`src/rtl/pw_fifo_writer.sv`:
```
// Producer side of the pointwise-conv input FIFOs: packs byte-serial weight and
// activation streams into MAC_IN_NUM-byte words and writes them to the param/data FIFOs.
//
// state   | meaning
// --------+--------------------------------------------------------------
// S_IDLE  | waiting for start; lengths latched on accepted start
// S_PARAM | packing weight bytes, writing param_num words to the param FIFO
// S_DATA  | packing activation bytes, writing pixel_num words to the data FIFO
// S_DONE  | one-cycle done pulse, then back to idle
module pw_fifo_writer #(
  parameter int MAC_IN_NUM   = 10,
  parameter int DATA_WIDTH   = 8,
  parameter int CNT_WIDTH    = 10,
  parameter int MAC_IN_WIDTH = MAC_IN_NUM * DATA_WIDTH
) (
  input  logic                    clk,
  input  logic                    rstn,
  input  logic                    start,
  input  logic [CNT_WIDTH-1:0]    param_num,
  input  logic [CNT_WIDTH-1:0]    pixel_num,
  input  logic [DATA_WIDTH-1:0]   wgt_in,
  input  logic                    wgt_valid,
  output logic                    wgt_ready,
  input  logic [DATA_WIDTH-1:0]   act_in,
  input  logic                    act_valid,
  output logic                    act_ready,
  output logic [MAC_IN_WIDTH-1:0] fifo_wpram,
  output logic                    fifo_wpe,
  input  logic                    fifo_pfull,
  output logic [MAC_IN_WIDTH-1:0] fifo_wdata,
  output logic                    fifo_wde,
  input  logic                    fifo_wfull,
  output logic                    busy,
  output logic                    done
);

  localparam int BCW = (MAC_IN_NUM > 1) ? $clog2(MAC_IN_NUM) : 1;

  typedef enum logic [1:0] {
    S_IDLE,
    S_PARAM,
    S_DATA,
    S_DONE
  } state_t;

  state_t state, state_nxt;

  logic [CNT_WIDTH-1:0]    param_len;
  logic [CNT_WIDTH-1:0]    pixel_len;
  logic [CNT_WIDTH-1:0]    word_cnt;
  logic [CNT_WIDTH-1:0]    word_cnt_inc;
  logic [CNT_WIDTH-1:0]    word_len;
  logic [BCW-1:0]          byte_cnt;
  logic [MAC_IN_WIDTH-1:0] pack;
  logic [MAC_IN_WIDTH-1:0] wpram_q;
  logic [MAC_IN_WIDTH-1:0] wdata_q;
  logic                    pending;
  logic                    in_param;
  logic                    in_data;
  logic                    byte_fire;
  logic                    fifo_full;
  logic                    wr_fire;
  logic                    word_last;
  logic                    job_start;
  logic [DATA_WIDTH-1:0]   byte_in;

  always_comb begin
    in_param     = (state == S_PARAM);
    in_data      = (state == S_DATA);
    job_start    = (state == S_IDLE) && start;
    wgt_ready    = in_param && !pending;
    act_ready    = in_data && !pending;
    byte_fire    = (wgt_valid && wgt_ready) || (act_valid && act_ready);
    byte_in      = in_param ? wgt_in : act_in;
    fifo_full    = in_param ? fifo_pfull : fifo_wfull;
    wr_fire      = pending && (in_param || in_data) && !fifo_full;
    fifo_wpe     = wr_fire && in_param;
    fifo_wde     = wr_fire && in_data;
    word_len     = in_param ? param_len : pixel_len;
    word_cnt_inc = word_cnt + 1'b1;
    word_last    = wr_fire && (word_cnt_inc == word_len);
    // Word is presented straight from the pack register on the enable cycle;
    // otherwise the last written word is held.
    fifo_wpram   = fifo_wpe ? pack : wpram_q;
    fifo_wdata   = fifo_wde ? pack : wdata_q;
    busy         = in_param || in_data;
    done         = (state == S_DONE);
  end

  always_ff @(posedge clk or negedge rstn) begin
    if (!rstn) begin
      state <= S_IDLE;
    end else begin
      state <= state_nxt;
    end
  end

  always_comb begin
    state_nxt = state;
    case (state)
      S_IDLE: begin
        if (start) begin
          if (param_num != '0)      state_nxt = S_PARAM;
          else if (pixel_num != '0) state_nxt = S_DATA;
          else                      state_nxt = S_DONE;
        end
      end
      S_PARAM: begin
        if (word_last) state_nxt = (pixel_len != '0) ? S_DATA : S_DONE;
      end
      S_DATA: begin
        if (word_last) state_nxt = S_DONE;
      end
      S_DONE: begin
        state_nxt = S_IDLE;
      end
      default: state_nxt = S_IDLE;
    endcase
  end

  always_ff @(posedge clk or negedge rstn) begin
    if (!rstn) begin
      param_len <= '0;
      pixel_len <= '0;
      word_cnt  <= '0;
      byte_cnt  <= '0;
      pending   <= 1'b0;
      pack      <= '0;
      wpram_q   <= '0;
      wdata_q   <= '0;
    end else begin
      if (job_start) begin
        param_len <= param_num;
        pixel_len <= pixel_num;
        word_cnt  <= '0;
        byte_cnt  <= '0;
        pending   <= 1'b0;
      end
      if (byte_fire) begin
        for (int k = 0; k < MAC_IN_NUM; k++) begin
          if (byte_cnt == BCW'(k)) pack[k*DATA_WIDTH +: DATA_WIDTH] <= byte_in;
        end
        if (byte_cnt == BCW'(MAC_IN_NUM - 1)) begin
          byte_cnt <= '0;
          pending  <= 1'b1;
        end else begin
          byte_cnt <= byte_cnt + 1'b1;
        end
      end
      if (wr_fire) begin
        pending  <= 1'b0;
        // Counter restarts on the last word so the data phase counts from zero.
        word_cnt <= word_last ? '0 : word_cnt_inc;
        if (in_param) wpram_q <= pack;
        if (in_data)  wdata_q <= pack;
      end
    end
  end

endmodule

```
`config.mk`:
```
export PLATFORM = sky130hd
export DESIGN_NAME = pw_fifo_writer
export DESIGN_NICKNAME = d
export VERILOG_FILES = /design/src/rtl/pw_fifo_writer.sv
export SDC_FILE = /design/constraint.sdc
export NUM_CORES = 1
export LEC_CHECK = 0
export ABC_CLOCK_PERIOD_IN_PS = 4800
export CAP_MARGIN = 20
export CORE_MARGIN = 4
export CORE_UTILIZATION = 55
export DETAILED_ROUTE_END_ITERATION = 12
export PLACE_DENSITY = 0.84
export SYNTH_ARGS = -nofsm -noshare
export SYNTH_HDL_FRONTEND = slang
export SYNTH_SLANG_ARGS = --single-unit
export TNS_END_PERCENT = 10
```
`constraint.sdc`:
```
create_clock -name clk -period 4.8 [get_ports clk]
set_input_delay 0.96 -clock clk [delete_from_list [all_inputs] [get_ports clk]]
set_output_delay 0.96 -clock clk [all_outputs]
set_load 0.01 [all_outputs]
```
=== Word level (Yosys, flattened, before mapping) ===
Index checks and enable logic that the tools add are counted.

* Flip-flop bits (word level): 277
* Bits of input ports: 43
* Word-level logic and storage cells: 92
* Output and inout bits: 166

* Reductions and logical operators: 34
* Equal/unequal tests: 16
* $add $sub $neg: 2
* Mux-type cells: 22

{| class="wikitable"
|+ Operator list
! cell !! number
|-
| $mux W80 || 2
|-
| $mux W10 || 4
|-
| $reduce_bool A10 Y1 || 3
|-
| $reduce_and A2 Y1 || 12
|-
| $eq A4 B3 Y1 const B || 4
|-
| $mux W4 || 3
|-
| $add A10 B1 Y10 const B || 1
|-
| $eq A10 B10 Y1 || 1
|-
| $logic_and A1 B1 Y1 || 10
|-
| $eq A4 B2 Y1 const B || 2
|-
| $eq A4 B4 Y1 const B || 2
|-
| $mux W2 || 4
|-
| $mux W8 || 1
|-
| $pmux W2 S4 || 1
|-
| $mux W1 || 7
|-
| $add A4 B1 Y4 const B || 1
|-
| $eq A2 B2 Y1 const B || 2
|-
| $eq A4 B1 Y1 const B || 1
|-
| $logic_not A4 Y1 || 1
|-
| $ne A2 B1 Y1 const B || 2
|-
| $reduce_bool A2 Y1 || 2
|-
| $reduce_and A3 Y1 || 1
|-
| $eq A2 B1 Y1 const B || 1
|-
| $logic_not A1 Y1 || 2
|-
| other kinds (3) || 4
|}

=== Logic depth before layout (Yosys ltp) ===
* Depth after elaboration: 7
* Mapped depth: 11
* Mapped depth without buffers: 9

=== Least setup slack after synthesis ===
No wires, ideal clock.

* Path kind: input port to output port
* Start point: in fifo_pfull
* End point: out fifo_wdata[0]
* Slack: 1.778 ns
* Arrival time: 2.062 ns
* Buffers on the path: 2
* Stages on the path: 6
* Required time: 3.840 ns
* Cells stage by stage: mux2i_1 > and3_1 > clkbuf_1 > nand2_1 > buf_2 > mux2_2

* Longest elaborated chain between the ends: 5

{| class="wikitable"
|+ RTL lines
! element !! line !! text
|-
| start: declaration || 29 || <nowiki>input logic fifo_pfull,</nowiki>
|-
| $mux W1 || 75 || <nowiki>fifo_full = in_param ? fifo_pfull : fifo_wfull;</nowiki>
|-
| $logic_not A1 Y1 || 76 || <nowiki>wr_fire = pending && (in_param || in_data) && !fifo_full;</nowiki>
|-
| $logic_and A1 B1 Y1 || 76 ||
|-
| $logic_and A1 B1 Y1 || 78 || <nowiki>fifo_wde = wr_fire && in_data;</nowiki>
|-
| $mux W80 || 85 || <nowiki>fifo_wdata = fifo_wde ? pack : wdata_q;</nowiki>
|-
| end: declaration || 30 || <nowiki>output logic [MAC_IN_WIDTH-1:0] fifo_wdata,</nowiki>
|}

No other way between the ends.

=== Final worst setup path ===
* Start point: in fifo_pfull
* End point: out fifo_wdata[14]

The elaborated chain is that of the path after synthesis.

==> flow_summary.ini <==
[synthesis]
synthesis.nets = 860
yosysTopAreaCell = dfrtp_1
async_flop_share = 1.00
synthesis.area_sq_um = 11000
synth-edff-count = 0
ys.warnings.count = 0
synth_top_area_frac = 0.629
synth.area.top_cells = dfrtp_1, mux2_2, a21oi_1
ys_seq_elements = 277
ys.flop_type = dfrtp_1
synth_area_per_cell_sq_um = 13.6
synth_cells = 811
yosysSeqAreaShare = 0.629
ys_types = 50

[clock_tree]
cts_setup_buffers = 0
cts.sinks = 277
cts.htree.levels = 1
hold_buffers = 0
numCtsBuffers = 28
clock_path_buffers = 3
clkTransAtPathRegs_ps = 50
insertion_delay_ps = 530
cts_tree = yes
root_buffer = clkbuf_16
cts-resized-gates = 0

[setup_path]
startpoint_type = input port
crit_fanout = 42
critPathSlowestCell = clkdlybuf4s50_1
cpPeakStageDelay_ps = 510
crit_end = fifo_wdata[14]
timing.rr.end = pack[12]
reg2regPathDepth = 9
worstSetupPathType = in2out
cp_common_cell = clkdlybuf4s50_1
crit_chain = clkdlybuf4s50_1, mux2i_1, and3_1, nand2_4, buf_12, mux2_2, clkdlybuf4s50_1
cp-startpoint = fifo_pfull
worstPathRequired_ps = 3840
r2r_start = state[1]
reg2reg_slack_ps = 1440
arrival_ps = 3210
endpoint_kind = output port

[drt]
dr.pass1.iters = 4
vias = 7123
antenna_left = 0
viasPerCell = 5.44
drc = 0
drtIter0Drc = 352
routedWlPerCell_um = 20.1
finalWirelength_um = 26300

[sta]
tightestPinTransition_ps = 1170
fin_crit_sh = 0.870
hold_violations = 0
report.final.setup_viol = 0
drv_slew = 0
rsz0062_at_grt = false
skew_ps = 17.6
tns_ps = 0
fmax_mhz = 240
finalHoldWorstSlack_ps = 494
min_period_ps = 4170
maxSlewHeadroom = 0.208

[power_and_ir_drop]
finalPower_uw = 9220
vdd_drop_max_mv = 0.561
p_per_area_nw_per_um2 = 638
p_leak_uw = 0.00667

[floorplan]
num_rows = 51
die-area_sq_um = 22400
initial_core_util = 0.562
coreArea_sq_um = 19600
die_height_um = 150
io_pins = 209
die_w_um = 150

[layout]
area_growth_pct = 31.0
num_antenna_cells = 0
nNetsFinal = 1073
finalNonFillerCells = 1309
layout-drive-gt1-share = 0.251

[status]
status = completed

[placed_design]
port_buffers = 208
dp_hpwl_um = 17700
placed_cells = 1256
place.gp.congestion = 0.811

[flow_run]
max-cap-violations = 0

[grt]
grt_pass1_wl_um = 41800
grt_max_degree = 124
grt_pass1_vias = 7628
gr-usage-all-layers = 0.236
overflow = 0
antenna_found_initial = 0

[hold_path]
holdCritPathClass = reg2reg
min_from = wdata_q[61]
==> critical path: cells and delay by family <==
family | cells | cell delay, ps
buffers and inverters | 3 | 1230
multiplexers | 2 | 460
AND/OR/NAND/NOR | 2 | 520
==> layer usage <==
| layer | up-vias | routed length (um) | global-route usage |
|---|---|---|---|
| met2 | 230 | 12700 | 0.390 |
| met4 | 0 | 477 | 0.0618 |
| met3 | 33 | 1770 | 0.0500 |
| met5 | - | 0 | 0 |
| met1 | 3591 | 11300 | 0.324 |
| li1 | 3269 | - | - |
==> worst min-delay path by stage <==
stage,end,slack [ps],cells after the start
floorplan,param_len[0],480,1
global placement,wpram_q[11],480,1
detailed placement,wdata_q[22],480,1
CTS,wdata_q[51],500,1
global route,wdata_q[24],500,1
finish,wdata_q[61],490,1
==> final cells by class <==
class | count | area [sq um]
Sequential cell | 277 | 6930
Clock buffer | 41 | 821
Tap cell | 265 | 332
Clock inverter | 9 | 170
Fill cell | 1254 | 5160
Timing Repair Buffer | 221 | 2250
Inverter | 9 | 33.8
Multi-Input combinational cell | 487 | 3900
==> Yosys cell counts (8+ instances only) <==
| cell | count |
|---|---|
| xnor2_1 | 13 |
| mux2i_1 | 21 |
| a21oi_1 | 83 |
| nand3_1 | 8 |
| o21ai_0 | 12 |
| nor2_1 | 85 |
| mux2_2 | 180 |
| buf_2 | 23 |
| clkbuf_1 | 10 |
| inv_1 | 9 |
| nand2_1 | 15 |
| dfrtp_1 | 277 |
==> metrics by stage <==
stage	setup WS, ps	instance area, sq um	util
floorplan	1780	11000	-
global placement	663	13400	0.684
detailed placement	638	13400	0.684
CTS	620	14400	0.735
global route	510	14400	0.737
finish	626	14400	0.737
==> kinds of logic after synthesis <==
logic type	count (synthesis)	share of synthesized area
fa+ha+maj	6	0.00681
buf+inv	47	0.0211
xor+xnor	19	0.0151
mux	202	0.204
compound gates	109	0.0540
flops	277	0.629
simple gates	151	0.0695
==> registers in the layout (all words and copies together), names as in the netlist <==
signal,count
pack,80
wdata_q,80
wpram_q,80
param_len,10
pixel_len,10
word_cnt,10
byte_cnt,4
state,2
pending,1
==> where the power goes <==
part           internal (uW)  switching (uW)
logic                   1690            1490
clock network           1450             851
registers               3220             515
==> cell usage in the layout (no fill, tap or decap), drive strengths merged, types with 5 or more instances in the layout <==
cell type and instances:
clkdlybuf4s50 207, mux2 181, a21oi 83, buf 14, nor2 89, ha 6
nand3 8, inv 9, clkbuf 41, mux2i 21, and3 5, nor3 5
nand2 15, o21ai 12, xnor2 13, bufinv 5, nor4 7, dfrtp 277
xor2 6
No activity file was read; power rests on OpenSTA's default activity.
==> edit (same flow settings) <==
Set the parameter `CNT_WIDTH` to 9 (it was 10).
--- a/src/rtl/pw_fifo_writer.sv
+++ b/src/rtl/pw_fifo_writer.sv
@@ -12,3 +12,3 @@
   parameter int DATA_WIDTH   = 8,
-  parameter int CNT_WIDTH    = 10,
+  parameter int CNT_WIDTH    = 9,
   parameter int MAC_IN_WIDTH = MAC_IN_NUM * DATA_WIDTH
Ports: changed (resized param_num and pixel_num); port bits go from 209 to 207. The function was not compared with the original's and may differ.
==> edit against the original RTL <==
Wire length shrank 0.29%; synthesized area decreased by 0.95%; design area is 1.5% lower; synthesized cell count fell by 0.25%; sequential cell count is 3 lower; core utilization shrank 0.61 points; combinational power barely moved; die area shrank 0.90%; power fell by 2.8%; worst hold slack got worse by 0.044 ns; worst setup slack got worse by 0.22 ns; first-iteration DRC count is 9.7% higher; non-clock buffer count down 3; critical path type unchanged; critical endpoint is now fifo_wpram[14]; largest cell class unchanged.
==> edit: results (changes against the original RTL) <==
<table>
<tr><th>Metric</th><th>Value</th></tr>
<tr><th colspan="2">Power and ir drop</th></tr>
<tr><td>Leakage power</td><td>6.63 nW (-0.60%)</td></tr>
<tr><td>Net Sw Power</td><td>2.87 mW (+0.51%)</td></tr>
<tr><td>Worst vdd rail ir drop</td><td>517 µV (-7.8%)</td></tr>
<tr><th colspan="2">Hold path</th></tr>
<tr><td>Type of the worst min-delay path</td><td>in2async</td></tr>
<tr><th colspan="2">Logic synthesis</th></tr>
<tr><td>XOR/XNOR share of the synthesized area</td><td>0.963% (-0.55 points)</td></tr>
<tr><td>Adder-cell share of the synthesized area</td><td>0.688% (+0.0066 points)</td></tr>
<tr><td>Syn_nets</td><td>856 (-0.47%)</td></tr>
<tr><td>Complex-gate fraction of the synthesized area</td><td>6.35% (+0.95 points)</td></tr>
<tr><td>Share of synthesized area spent on multiplexers</td><td>20.4% (-0.055 points)</td></tr>
<tr><td>Share of synthesized area occupied by flip-flops and latches</td><td>62.8% (-0.082 points)</td></tr>
<tr><th colspan="2">Global route</th></tr>
<tr><td>Largest net degree at the start of global routing</td><td>116 (-6.5%)</td></tr>
<tr><td>First-pass GRT wire length</td><td>41800 µm (about the same)</td></tr>
<tr><td>Global routing usage summed across all routing layers</td><td>23.7% (+0.10 points)</td></tr>
<tr><td>Vias in the first global route</td><td>7650 (+0.29%)</td></tr>
<tr><th colspan="2">Timing</th></tr>
<tr><td>Actual slew at the worst max-slew pin</td><td>1.12 ns (-0.0435 ns)</td></tr>
<tr><td>Worst setup skew after layout</td><td>0.0204 ns (+0.00285 ns)</td></tr>
<tr><th colspan="2">Finish</th></tr>
<tr><td>Layout Nets</td><td>1069 (-0.37%)</td></tr>
<tr><td>Fillers</td><td>1250 (-0.32%)</td></tr>
<tr><th colspan="2">Drt</th></tr>
<tr><td>Initial detailed-routing violation count</td><td>386 (+9.7%)</td></tr>
<tr><td>Avg Vias per Cell</td><td>5.51 (+1.3%)</td></tr>
<tr><td>Final wirelength</td><td>26200 µm (-0.29%)</td></tr>
<tr><th colspan="2">Run status</th></tr>
<tr><td>Outcome</td><td>completed</td></tr>
<tr><th colspan="2">Worst setup path</th></tr>
<tr><td>Maximum net fanout on the critical path</td><td>36 (-14%)</td></tr>
<tr><td>Worst EP arrival</td><td>3.43 ns (+0.22 ns)</td></tr>
<tr><th colspan="2">Placed design</th></tr>
<tr><td>Total of buffers placed on input and output ports</td><td>206 (-0.96%)</td></tr>
</table>
[edit: path summary, 6_finish.rpt]
check                                                to  slack [ns]  cells after the start
worst max-delay path                     fifo_wpram[14]        0.41                      7
worst min-delay path            wpram_q[16]$_DFFE_PN0P_        0.45                      1
min in group clk                 wdata_q[4]$_DFFE_PN0P_        0.49                      1
worst min register to register   wdata_q[4]$_DFFE_PN0P_        0.49                      1
worst max register to register     state[1]$_DFFE_PN0P_        1.73                     10
max in group asynchronous          pack[79]$_DFFE_PN0P_        3.27                      2
[edit: area by class of cell]
type | count | area, µm² | share of cell area (%)
Multi-Input combinational cell | 492 | 3890 | 27.4
Clock inverter | 13 | 131 | 0.924
Clock buffer | 36 | 771 | 5.42
Timing Repair Buffer | 218 | 2210 | 15.5
Tap cell | 265 | 332 | 2.33
Sequential cell | 274 | 6860 | 48.2
Inverter | 8 | 30.0 | 0.211
[edit: cell families (layout without fill, tap and decap cells)]
| group | count (synthesis) | count (layout) |
|---|---|---|
| flops | 274 | 274 |
| mux | 199 | 199 |
| fa+ha+maj | 6 | 6 |
| compound gates | 122 | 122 |
| xor+xnor | 12 | 12 |
| simple gates | 153 | 153 |
| buf+inv | 43 | 275 |
[edit: routing by layer]
layer / global-route usage, % / part of all wire (%) / up-vias
met5: 0 / 0 / -
met4: 6.59 / 2.1 / 0
met3: 5.10 / 6.8 / 37
met2: 39.5 / 49 / 241
met1: 32.0 / 42 / 3677
li1: - / - / 3247
[edit: metrics by stage]
| stage | instance area, µm² | hold WS [ns] |
|---|---|---|
| after floorplan | 10900 | 0.479 |
| after global placement | 13300 | 0.478 |
| after detailed placement | 13300 | 0.481 |
| after CTS | 14200 | 0.495 |
| after global routing | 14200 | 0.504 |
| final | 14200 | 0.450 |
[edit: worst max-delay path: stages]
cell and delay (ns):
clkdlybuf4s50_1 0.39, mux2i_1 0.13, and3_1 0.53, nand2_4 0.29, buf_12 0.26, mux2_2 0.28, clkdlybuf4s50_1 0.53
[edit: power groups by stage]
stage / Clock [mW] / Sequential, mW / Combinational, mW
floorplan: 0 / 3.47 / 1.79
global placement: 0 / 3.64 / 3.09
detailed placement: 0 / 3.69 / 3.18
CTS: 2.15 / 3.66 / 3.21
global route: 2.25 / 3.76 / 3.44
finish: 2.12 / 3.66 / 3.18
